$ cat src/rtl/boot_pkg.sv
// boot_pkg: shared state encoding and stream framing constants for the boot loader.
package boot_pkg;
    typedef enum logic [2:0] {LEN_LO, LEN_HI, WORD, WRITE, DONE, ERROR} boot_state_e;
    localparam int BOOT_LEN_BYTES  = 2;
    localparam int BOOT_WORD_BYTES = 4;
endpackage

$ cat src/rtl/boot_word_packer.sv
// boot_word_packer: MSB-first byte-to-word shift register with byte counter.
// Ports: clk, rst (async active-low), clr_i (restart count), shift_i (accept byte_i),
//        byte_i (incoming byte), word_o (word completed by byte_i), word_full_o (byte_i is the last byte).
module boot_word_packer
    import boot_pkg::*;
(
    input  logic                         clk,
    input  logic                         rst,
    input  logic                         clr_i,
    input  logic                         shift_i,
    input  logic [7:0]                   byte_i,
    output logic [BOOT_WORD_BYTES*8-1:0] word_o,
    output logic                         word_full_o
);
    localparam int SW = (BOOT_WORD_BYTES - 1) * 8;
    localparam int CW = $clog2(BOOT_WORD_BYTES);
    logic [SW-1:0] sr_q;
    logic [CW-1:0] cnt_q;
    // Only the earlier bytes are stored; the final byte is merged combinationally
    // so the word is ready on the same edge that accepts it.
    always_ff @(posedge clk or negedge rst) begin
        if (!rst) begin
            sr_q  <= '0;
            cnt_q <= '0;
        end else if (clr_i) begin
            cnt_q <= '0;
        end else if (shift_i) begin
            sr_q  <= {sr_q[SW-9:0], byte_i};
            cnt_q <= cnt_q + CW'(1);
        end
    end
    assign word_o      = {sr_q, byte_i};
    assign word_full_o = (cnt_q == CW'(BOOT_WORD_BYTES - 1));
endmodule

$ cat src/rtl/imem_boot_loader.sv
// imem_boot_loader: loads a length-prefixed byte stream into instruction memory, then releases the core.
// Ports: clk, rst (async active-low); byte_valid/byte_data/byte_ready host byte handshake;
//        reload restarts from DONE/ERROR; imem_we/imem_addr/imem_wdata memory write port;
//        cpu_rst core reset; load_done/load_error status; words_loaded progress count.
module imem_boot_loader
    import boot_pkg::*;
#(
    parameter int ADDR_WIDTH = 8,
    parameter int MAX_WORDS  = 256
) (
    input  logic                  clk,
    input  logic                  rst,
    input  logic                  byte_valid,
    input  logic [7:0]            byte_data,
    output logic                  byte_ready,
    input  logic                  reload,
    output logic                  imem_we,
    output logic [ADDR_WIDTH-1:0] imem_addr,
    output logic [31:0]           imem_wdata,
    output logic                  cpu_rst,
    output logic                  load_done,
    output logic                  load_error,
    output logic [ADDR_WIDTH:0]   words_loaded
);
    localparam int LW = BOOT_LEN_BYTES * 8;
    boot_state_e           state_q;
    logic [LW-1:0]         len_q;
    logic [LW-1:0]         len_d;
    logic [ADDR_WIDTH-1:0] idx_q;
    logic [ADDR_WIDTH:0]   words_loaded_q;
    logic                  byte_ready_q;
    logic                  imem_we_q;
    logic [ADDR_WIDTH-1:0] imem_addr_q;
    logic [31:0]           imem_wdata_q;
    logic                  cpu_rst_q;
    logic                  load_done_q;
    logic                  load_error_q;
    logic                  xfer;
    logic                  last_word;
    logic                  too_long;
    logic [31:0]           word_d;
    logic                  word_full;
    assign xfer      = byte_valid & byte_ready_q;
    assign len_d     = {byte_data, len_q[7:0]};
    assign too_long  = 32'(len_d) > 32'(MAX_WORDS);
    assign last_word = (LW'(idx_q) == len_q - LW'(1));
    boot_word_packer u_packer (
        .clk        (clk),
        .rst        (rst),
        .clr_i      (state_q != WORD),
        .shift_i    (xfer && state_q == WORD),
        .byte_i     (byte_data),
        .word_o     (word_d),
        .word_full_o(word_full)
    );
    always_ff @(posedge clk or negedge rst) begin
        if (!rst) begin
            state_q        <= LEN_LO;
            len_q          <= '0;
            idx_q          <= '0;
            words_loaded_q <= '0;
            byte_ready_q   <= 1'b0;
            imem_we_q      <= 1'b0;
            imem_addr_q    <= '0;
            imem_wdata_q   <= '0;
            cpu_rst_q      <= 1'b1;
            load_done_q    <= 1'b0;
            load_error_q   <= 1'b0;
        end else begin
            imem_we_q <= 1'b0;
            case (state_q)
                LEN_LO: begin
                    // Raises ready on the first edge after reset release.
                    byte_ready_q <= 1'b1;
                    if (xfer) begin
                        len_q[7:0] <= byte_data;
                        state_q    <= LEN_HI;
                    end
                end
                LEN_HI: if (xfer) begin
                    len_q <= len_d;
                    if (len_d == '0) begin
                        state_q      <= DONE;
                        byte_ready_q <= 1'b0;
                        load_done_q  <= 1'b1;
                        cpu_rst_q    <= 1'b0;
                    end else if (too_long) begin
                        state_q      <= ERROR;
                        byte_ready_q <= 1'b0;
                        load_error_q <= 1'b1;
                    end else begin
                        state_q <= WORD;
                    end
                end
                WORD: if (xfer && word_full) begin
                    state_q      <= WRITE;
                    byte_ready_q <= 1'b0;
                    imem_we_q    <= 1'b1;
                    imem_addr_q  <= idx_q;
                    imem_wdata_q <= word_d;
                end
                WRITE: begin
                    words_loaded_q <= words_loaded_q + 1'b1;
                    if (last_word) begin
                        state_q     <= DONE;
                        load_done_q <= 1'b1;
                        cpu_rst_q   <= 1'b0;
                    end else begin
                        state_q      <= WORD;
                        idx_q        <= idx_q + 1'b1;
                        byte_ready_q <= 1'b1;
                    end
                end
                DONE, ERROR: if (reload) begin
                    state_q        <= LEN_LO;
                    idx_q          <= '0;
                    words_loaded_q <= '0;
                    byte_ready_q   <= 1'b1;
                    cpu_rst_q      <= 1'b1;
                    load_done_q    <= 1'b0;
                    load_error_q   <= 1'b0;
                end
                default: state_q <= LEN_LO;
            endcase
        end
    end
    assign byte_ready   = byte_ready_q;
    assign imem_we      = imem_we_q;
    assign imem_addr    = imem_addr_q;
    assign imem_wdata   = imem_wdata_q;
    assign cpu_rst      = cpu_rst_q;
    assign load_done    = load_done_q;
    assign load_error   = load_error_q;
    assign words_loaded = words_loaded_q;
endmodule

$ cat config.mk
export PLATFORM = sky130hd
export DESIGN_NAME = imem_boot_loader
export DESIGN_NICKNAME = d
export VERILOG_FILES = /design/src/rtl/boot_pkg.sv /design/src/rtl/boot_word_packer.sv /design/src/rtl/imem_boot_loader.sv
export SDC_FILE = /design/constraint.sdc
export NUM_CORES = 1
export LEC_CHECK = 0
export CAP_MARGIN = 25
export CORE_MARGIN = 8
export CORE_UTILIZATION = 45
export CTS_BUF_LIST = sky130_fd_sc_hd__clkbuf_8
export DETAILED_ROUTE_END_ITERATION = 12
export MAX_ROUTING_LAYER = met4
export PLACE_DENSITY = 0.72
export SLEW_MARGIN = 20
export SYNTH_ARGS = -nofsm -noshare
export SYNTH_HDL_FRONTEND = slang
export SYNTH_SLANG_ARGS = --single-unit
export TNS_END_PERCENT = 100
$ cat constraint.sdc
create_clock -name clk -period 8.1 [get_ports clk]
set_input_delay 2.43 -clock clk [delete_from_list [all_inputs] [get_ports clk]]
set_output_delay 2.43 -clock clk [all_outputs]
set_load 0.02 [all_outputs]
==> results of run 1 <==
final timing paths:
check,end,slack [ns],cells past startpoint
max reg2reg,idx_q[0]$_DFFE_PN0P_,4.89,7
max,imem_wdata[12]$_DFFE_PN0P_,3.48,9
min reg2reg,imem_wdata[24]$_DFFE_PN0P_,0.48,2
max in group asynchronous,byte_ready$_DFFE_PN0P_,4.86,2
min,imem_wdata[24]$_DFFE_PN0P_,0.48,2
min in group asynchronous,u_packer.sr_q[5]$_DFFE_PN0P_,2.03,1
state kept, by name, summed over array words and instances, names as in the netlist, 2 cells and up:
signal          count
imem_wdata         32
u_packer.sr_q      24
len_q              16
words_loaded        9
idx_q               8
imem_addr           8
state_q             3
u_packer.cnt_q      2
cell type report:
| type | instances | area (um^2) | area share, % |
|---|---|---|---|
| sequential | 107 | 2680 | 46.1 |
| multi-input combinational | 348 | 2040 | 35.1 |
| timing repair buffer | 70 | 686 | 11.8 |
| tap | 140 | 175 | 3.01 |
| clock buffer | 11 | 151 | 2.60 |
| clock inverter | 5 | 42.5 | 0.732 |
| inverter | 11 | 41.3 | 0.710 |
cell usage after synthesis, drive strengths merged (8+ instances only):
| library cell | instances |
|---|---|
| nand2 | 156 |
| clkbuf | 19 |
| xor2 | 11 |
| nor2 | 22 |
| inv | 11 |
| a21oi | 8 |
| o31ai | 8 |
| nand3 | 11 |
| dfrtp | 106 |
| nand4 | 8 |
| mux2 | 35 |
| nor3 | 11 |
power breakdown:
part / internal (uW) / switching [uW]
logic: 210 / 238
clock network: 133 / 185
registers: 646 / 143
total: 989 / 566
cells by family after synthesis:
kind of cell / share of synthesized area, %
multiplexers: 9.38
buffers and inverters: 2.69
XOR/XNOR: 2.89
adder cells (fa/ha/maj): 1.29
AO/OA/AOI/OAI: 6.31
AND/OR/NAND/NOR: 22.1
flip-flops: 55.3
routing by layer:
layer	global-route usage [%]	share of wire [%]	up-vias
li1	-	-	1772
met1	20.4	46	1802
met2	25.2	48	88
met3	2.30	4.6	11
met4	5.39	1.1	0
met5	-	0	-
metrics by stage:
step | instance area, um^2 | worst slack, ns | utilization, % | power [uW]
after detailed placement | 5620 | 3.14 | 52.8 | 1250
after global routing | 5810 | 3.35 | 54.6 | 1660
after CTS | 5810 | 3.51 | 54.6 | 1560
after global placement | 5620 | 3.25 | 52.8 | 1230
final | 5810 | 3.48 | 54.6 | 1550
after floorplan | 4840 | 4.08 | - | 1100
worst register-to-register path: cells and delay by family (launching register included):
family             cells  cell delay (ns)
muxes                  1             0.17
DFF                    1             0.46
and+or+nand+nor        4             1.94
AOI/OAI and AO/OA      2             0.51
==> run metrics, run 1 <==
CP max stage cell clkdlybuf4s50_1; DRC 0; RSZ-0062 raised after global routing no; Synth Register Bits between 100 and 150; die height between 100 and 150 um; leading area contributor after synthesis dfrtp_1; Critical Path Fanout Max 31; async set-reset flop share out of synthesis 100%; DR vias 3,673; # resized after CTS 0; most frequent cells in the layout nand2_1 (156), dfrtp_1 (106), clkdlybuf4s50_1 (64); clock-pin slew on the worst setup and hold paths around 0.10 ns; Reg-to-Reg Start len_q[6]$_DFFE_PN0P_; GRT Util Overall between 10% and 20%; CP endpoint kind flip-flop; number of CTS-inserted buffers 9; top cell type's share of synthesized area 54.8%; WP data arrival between 4 and 5 ns; Worst VDD drop approximately 120 uV; first-pass GRT wire length 18,300 um; critical path launch point type primary input; Setup-failing EPs final 0; max cap viols 0; syn_nets 506; Least-Margin Pin Slew just over 0.9 ns; setup bufs post-CTS 0; Longest Clk Path Bufs 2; CORE AREA between 10,000 and 15,000 um^2; WP data required roughly 8.4 ns; clock tree from TritonCTS built; drt initial violations 260; Final Skew 0.0199 ns; Slew headroom between 30% and 40%; CTS root buf clkbuf_8; WHS between 0.4 and 0.5 ns; final worst-path cycle share about 57%; status complete, no violations; Slowest Stage Delay on Critical Path approximately 0.6 ns; fin cells between 600 and 700; gpl congestion 0.881; synth-to-layout area growth 20.1%; Routed Antenna Nets 0; # clock sinks roughly 110; Buf+Inv Stages, Crit Path 4; fill count about 1,000; Via density around 5.3; global route total overflow 0; CP cell instances clkdlybuf4s50_1 > nand2_1 > nor2_1 > buf_4 > nand2_1 > buf_4 > inv_2 > nand2_1 > nand2_1; Yosys Warn Count 0; # nets final between 500 and 600; cts hold-fix bufs 0; ys flop type dfrtp_1; final hold vios 0; worst hold path type flip-flop to flip-flop; number of synthesized flops with an enable pin 0; die extent in x 120 um; Unique masters post-synth between 50 and 60; number of global-route vias before repair 3,678; LEAKAGE approximately 0.0027 uW; TNS Setup 0 ns; Final Max Tran Viols 0; syn avg cell area about 10 um^2; row cnt 38; port buffer count 65; initial cell density of the core a little under half; share of layout cells above drive strength 1 between 10% and 20%; cell area after synthesis 4840 um^2; largest net degree at the start of global routing 66; initial antenna violation count 0; Pre-Repair DR Iteration Count 4; crit path from byte_valid; PD cells between 200 and 300 nW/um^2; CP most frequent cell nand2_1; cell family with most CP delay buffers and inverters; clock latency on the worst-skew pair 0.37 ns; clock period minus worst slack 4.62 ns; commonest non-fill, non-tap cell in the layout nand2_1; DP HPWL 7700 um; fmax around 220 MHz; # diodes 0; post-placement cell count 676; Wirelength per Cell 15.5 um; H-tree levels 3; post-synthesis cell count ~490; Hold Startpoint u_packer.sr_q[16]$_DFFE_PN0P_; number of I/O pins 66; post-synthesis sequential area ratio a little under three fifths; total die area 14,300 um^2; synth top area cells dfrtp_1 (55%), nand2_1 (12%), mux2_2 (8.1%); DRT Wirelength between 10,000 and 15,000 um; WS Path Type primary input to flip-flop
(Power assumes the default switching activity.)
==> run 2: changes to the inputs <==
Settings changed: PLACE_DENSITY 0.72 to 0.74.
Clock period 8.1 ns to 4.2 ns, I/O delays scaled along.
==> run 2 against run 1 <==
Wire length increased by 3.8%; sequential share of layout area decreased by 0.20 points; highest routed layer unchanged; combinational power rose by 93%; final cell count grew 0.14%; critical path type is now flip-flop to flip-flop; worst setup slack worse by 2.4 ns.
==> run metrics, run 2 (synthesized netlist as in run 1, its figures left out) <==
DP HPWL 8040 um (was 7700 um); R2R depth 9 (was 7); CORE AREA 10,700 um^2 (unchanged); number of CTS-inserted buffers 9 (unchanged); gpl congestion 0.860 (was 0.881); cts hold-fix bufs 0 (unchanged); register-to-register setup slack 1.10 ns (was 4.89 ns); Routed Antenna Nets 0 (unchanged); Slew headroom 42.2% (was 37.7%); largest net degree at the start of global routing 70 (was 66); initial antenna violation count 0 (unchanged); final worst-path cycle share between 70% and 80%; clock-pin slew on the worst setup and hold paths 0.11 ns (was 0.10 ns); WP data required 4.51 ns (was 8.40 ns); DR vias 3,694 (was 3,673); number of I/O pins 66 (unchanged); WS Path Type flip-flop to flip-flop (was primary input to flip-flop); H-tree levels 3 (unchanged); port buffer count 65 (unchanged); Largest register FFs 32 (unchanged); Least-Margin Pin Slew 0.866 ns (was 0.926 ns); Via density 5.33 (was 5.31); initial cell density of the core 45.5% (unchanged); drt initial violations 202 (was 260); WHS Path Cells 2 (unchanged); Flop pwr share 50.7% (was 50.8%); Reg-to-Reg Start len_q[0]$_DFFE_PN0P_ (was len_q[6]$_DFFE_PN0P_); CP max stage cell or4_4 (was clkdlybuf4s50_1); first-pass GRT wire length 19,100 um (was 18,300 um); clock latency on the worst-skew pair 0.37 ns (about the same); worst hold path type flip-flop to flip-flop (unchanged); Worst Hold End imem_wdata[24]$_DFFE_PN0P_ (unchanged); share of layout cells above drive strength 1 11.9% (was 12.0%); DRC 0 (unchanged); global route total overflow 0 (unchanged); Hold Startpoint u_packer.sr_q[16]$_DFFE_PN0P_ (unchanged); Slowest Stage Delay on Critical Path 0.58 ns (was 0.60 ns); die extent in x 120 um (unchanged); Wirelength per Cell 16.0 um (was 15.5 um); WP data arrival 3.41 ns (was 4.92 ns); CP cell instances inv_1 > ha_1 > or3b_2 > nor3_1 > a211o_1 > a21oi_1 > or4b_1 > or4_4 > a31o_1 (was clkdlybuf4s50_1 > nand2_1 > nor2_1 > buf_4 > nand2_1 > buf_4 > inv_2 > nand2_1 > nand2_1); CP endpoint kind flip-flop (unchanged); # nets final 565 (was 564); Final Skew 0.0133 ns (was 0.0199 ns); cell family with most CP delay simple AND/OR/NAND/NOR gates (was buffers and inverters); critical path launch point type flip-flop (was primary input); # clock sinks 107 (unchanged); Setup-failing EPs final 0 (unchanged); total die area 14,300 um^2 (unchanged); number of global-route vias before repair 3,772 (was 3,678); die height 120 um (unchanged); fill count 976 (was 986); Buf+Inv Stages, Crit Path 1 (was 4); final hold vios 0 (unchanged); # diodes 0 (unchanged); DRT Wirelength 11,100 um (was 10,700 um); LEAKAGE 0.00273 uW (was 0.00272 uW); clock share of power 20.5% (was 20.4%); row cnt 38 (unchanged); critical path depth in cells 9 (unchanged); post-placement cell count 677 (was 676); GRT Util Overall 16.7% (was 15.8%); fin cells 693 (was 692); NetSw 1090 uW (was 566 uW); final core occ 54.8% (was 54.6%); Critical Path Fanout Max 8 (was 31); Worst VDD drop 387 uV (was 123 uV); clock period minus worst slack around 3.1 ns; P_int 1910 uW (was 989 uW); RR Endpoint cpu_rst$_DFFE_PN1P_ (was idx_q[0]$_DFFE_PN0P_); # resized after CTS 0 (unchanged); Final Max Tran Viols 0 (unchanged); commonest non-fill, non-tap cell in the layout nand2_1 (unchanged); RSZ-0062 raised after global routing no (unchanged); fmax 322 MHz; setup bufs post-CTS 0 (unchanged); Longest Clk Path Bufs 2 (unchanged); Logic pwr share 28.8% (about the same); synth-to-layout area growth 20.6% (was 20.1%); status complete, no violations (unchanged); Pre-Repair DR Iteration Count 4 (unchanged); CTS root buf clkbuf_8 (unchanged); most frequent cells in the layout nand2_1 (156), dfrtp_1 (106), clkdlybuf4s50_1 (64) (unchanged); PD cells 514 nW/um^2 (was 267 nW/um^2); TNS Setup 0 ns (unchanged); switching part of the total 36.5% (was 36.4%); max cap viols 0 (unchanged); clock tree from TritonCTS built (unchanged)
==> run 2: cell types whose count changed in the layout (fill, tap and decap cells not counted), sizes merged <==
cell	delta
buf	+1
clkinv	-2
clkinvlp	+1
inv	+1
==> run 2: worst max-delay path by stage <==
stage | start | endpoint
after floorplan | len_q[0]$_DFFE_PN0P_ | cpu_rst$_DFFE_PN1P_
after global placement | byte_data[5] | state_q[1]$_DFFE_PN0P_
after detailed placement | byte_valid | imem_wdata[31]$_DFFE_PN0P_
after CTS | len_q[0]$_DFFE_PN0P_ | cpu_rst$_DFFE_PN1P_
after global routing | byte_data[5] | state_q[1]$_DFFE_PN0P_
final | len_q[0]$_DFFE_PN0P_ | cpu_rst$_DFFE_PN1P_
==> run 2: power groups by stage <==
stage	Combinational (uW)	Clock, uW	Sequential, uW
detailed placement	868	0	1540
floorplan	675	0	1440
CTS	874	635	1520
global route	978	666	1560
global placement	852	0	1530
finish	866	616	1520
==> run 2: layout make-up <==
class	instances	area, um^2	share of cell area, %
well taps	140	175	3.00
repair buffers	71	718	12.3
inverters	11	41.3	0.707
flip-flops and latches	107	2680	45.9
clock inverters	5	41.3	0.707
multi-input cells	348	2030	34.8
clock buffers	11	151	2.59
==> run 2: metrics by stage <==
stage / setup slack (ns) / hold WS (ns) / power [uW] / cell area (um^2)
floorplan: 1.31 / 0.439 / 2120 / 4840
global placement: 0.821 / 0.452 / 2390 / 5650
detailed placement: 0.769 / 0.454 / 2400 / 5650
CTS: 1.07 / 0.486 / 3030 / 5840
global route: 0.860 / 0.509 / 3210 / 5840
finish: 1.10 / 0.485 / 3000 / 5840
==> run 2: layer usage <==
metal  vias to the layer above  track usage, %  share of wire, %  wire length, um
met5                         -               -                 0                0
met4                         0            6.25               1.3              144
met3                         9            2.63               3.8              417
met2                        73            25.7                49             5400
met1                      1837            21.8                46             5140
li1                       1775               -                 -                -
==> run 2: worst register-to-register path: stages (launching register included) <==
cell and delay (ns):
dfrtp_1 0.43, inv_1 0.11, ha_1 0.35, or3b_2 0.51
nor3_1 0.14, a211o_1 0.12, a21oi_1 0.08, or4b_1 0.50
or4_4 0.58, a31o_1 0.23
==> edit: new RTL, flow settings as in run 1 <==
Register the output `load_error` once more, with the module's reset; this adds one clock of latency there. The other outputs are not delayed to match.
--- a/src/rtl/imem_boot_loader.sv
+++ b/src/rtl/imem_boot_loader.sv
@@ -132,3 +132,9 @@
     assign load_done    = load_done_q;
-    assign load_error   = load_error_q;
+    always_ff @(posedge clk or negedge rst) begin
+        if (!rst) begin
+            load_error <= '0;
+        end else begin
+            load_error <= load_error_q;
+        end
+    end
     assign words_loaded = words_loaded_q;
Check against the original RTL: not equivalent (a bounded check fails within 4 cycles, from zero or initial values and one cycle with rst low).
==> edit against run 1 <==
Via count shrank 7.7%; synthesized area shrank 1.2%; combinational power grew 76%; non-clock buffer count shrank 2; fmax shrank 1.1%; hold slack lost 0.082 ns; worst setup slack lost 0.051 ns; routed wire length shrank 6.3%; first-iteration DRC count shrank 27%; sequential cell count grew 1; total power grew 31%; cell area shrank 0.60%.
==> edit: results (changes against run 1) <==
Run status
  – Run status: completed

Synth
  – Synth top area share: 56.0% (+1.2 points)
  – Seq/Total Area, Yosys: 56.5% (+1.2 points)
  – Syn Nets: 449 (-11%)
  – Post-synth ARST share: 100% (unchanged)
  – Distinct cell type count after synthesis: 51 (-3.8%)
  – Post-synthesis cell count: 432 (-12%)
  – Synth top area cells: dfrtp_1 (56%), mux2_1 (11%), nand2_1 (7.2%)
  – Commonest cells post-synth: dfrtp_1 (107), nand2_1 (92), mux2_1 (47)
  – Yosys warns: 0 (unchanged)
  – Leading area contributor after synthesis: dfrtp_1

Layout
  – Max FFs per register: 32 (unchanged)
  – Layout cell share with drive strength beyond 1: 7.83% (-4.1 points)
  – Final-stage net count: 510 (-9.6%)
  – Ant. Diodes: 0 (unchanged)
  – Post-Layout Cell Count: 634 (-8.4%)

Worst setup path
  – CP delay by family, top: buffers and inverters
  – Max FO, Critical Path: 25 (-19%)
  – Slowest stage cell, crit path: clkdlybuf4s50_1
  – CP Data Arrival Time: 4.92 ns (about the same)
  – Worst setup path start: byte_valid
  – Critical R2R Capture: imem_wdata[3]
  – R2R depth: 8 (+1)
  – Critical R2R Launch: state_q[1]
  – Reg2Reg Setup Slack: 4.99 ns (+0.10 ns)
  – Crit path kind: in -> reg
  – Worst path max stage delay: 0.49 ns (-0.11 ns)

Clock tree
  – Cts bufs inserted: 9 (unchanged)
  – Clock Tree Buf Depth: 2 (unchanged)
  – CTS root buffer: clkbuf_8
  – H-tree depth: 3 (unchanged)
  – Post_cts resized: 0 (unchanged)
  – Post-CTS setup buffers: 0 (unchanged)
  – Clock-pin slew on the worst setup and hold paths: 0.10 ns (about the same)
  – Clk_lat worst skew: 0.37 ns (about the same)

Global route
  – First-pass GRT wire length: 17100 um (-6.3%)
  – Largest net degree at the start of global routing: 75 (+14%)
  – Vias in the first global route: 3465 (-5.8%)
  – Total Routing Usage GR: 14.9% (-0.96 points)
  – Initial antenna violation count: 0 (unchanged)

Detailed routing
  – DR pass1 iterations: 5 (+1)
  – Drt wl/cell: 15.8 um (+2.2%)
  – Vias/cell: 5.35 (+0.77%)
  – Number of DRC markers in iteration 0: 191 (-27%)

Hold path
  – Hold WC Path Type: reg -> reg

Placement
  – I/O Buffers: 65 (unchanged)
  – HPWL Detailed: 7140 um (-7.2%)
  – Dpl ws: 2.86 ns (-0.273 ns)
  – Cell Count Post-Placement: 617 (-8.7%)
  – GPL Wtd Cong: 0.834 (-5.3%)

Timing
  – Minimum clock period: 4.67 ns (+0.0512 ns)
  – Max-slew headroom: 40.8% (+3.1 points)
  – Clk_skew: 0.0125 ns (-0.00731 ns)

Power and ir drop
  – Leak: 2.62 nW (-3.5%)
  – Peak supply drop: 0.168 mV (+37%)
edit: per-layer routing:
metal	vias to the layer above	share of wire (%)	GRT usage, %
li1	1619	-	-
met1	1691	47	19.0
met2	74	48	23.5
met3	7	4.0	2.98
met4	0	0.70	4.27
met5	-	0	-
edit: worst min-delay path by stage:
stage	cells past startpoint	startpoint	endpoint	slack (ns)
after global placement	0	load_error_q	load_error	0.37
after CTS	0	load_error_q	load_error	0.39
after global routing	0	load_error_q	load_error	0.41
after detailed placement	0	load_error_q	load_error	0.37
final	0	load_error_q	load_error	0.40
after floorplan	0	load_error_q	load_error	0.35
edit: final cells by class:
class / instances / area, um2
clock inverters: 7 / 86.3
repair buffers: 68 / 691
flip-flops and latches: 108 / 2700
multi-input cells: 296 / 1970
clock buffers: 9 / 124
well taps: 136 / 170
fillers: 852 / 4550
inverters: 10 / 37.5
edit: power breakdown:
part / switching [mW] / leakage, nW / internal (mW) / total (mW)
Combinational: 0.408 / 1.18 / 0.379 / 0.787
Sequential: 0.166 / 1.34 / 0.742 / 0.908
Clock: 0.190 / 0.106 / 0.148 / 0.338
Total: 0.764 / 2.62 / 1.27 / 2.03
edit: stage by stage:
| step | utilization [%] | instance area, um2 |
|---|---|---|
| 3_5_place_dp | 53.7 | 5540 |
| 6_report | 56.0 | 5780 |
| 4_1_cts | 55.7 | 5750 |
| 5_1_grt | 56.0 | 5780 |
| 2_1_floorplan | - | 4780 |
| 3_3_place_gp | 53.7 | 5540 |
edit: kinds of logic (layout without fill, tap and decap cells):
family                     Yosys count  count (layout)  share of synthesized area (%)
DFF                                108             108                           56.5
muxes                               56              56                           13.2
xor gates and xnor gates            16              16                           2.93
AOI/OAI and AO/OA                   54              54                           7.85
adders and majority gates            5               5                           1.31
and+or+nand+nor                    165             165                           15.8
buffers and inverters               28              94                           2.41
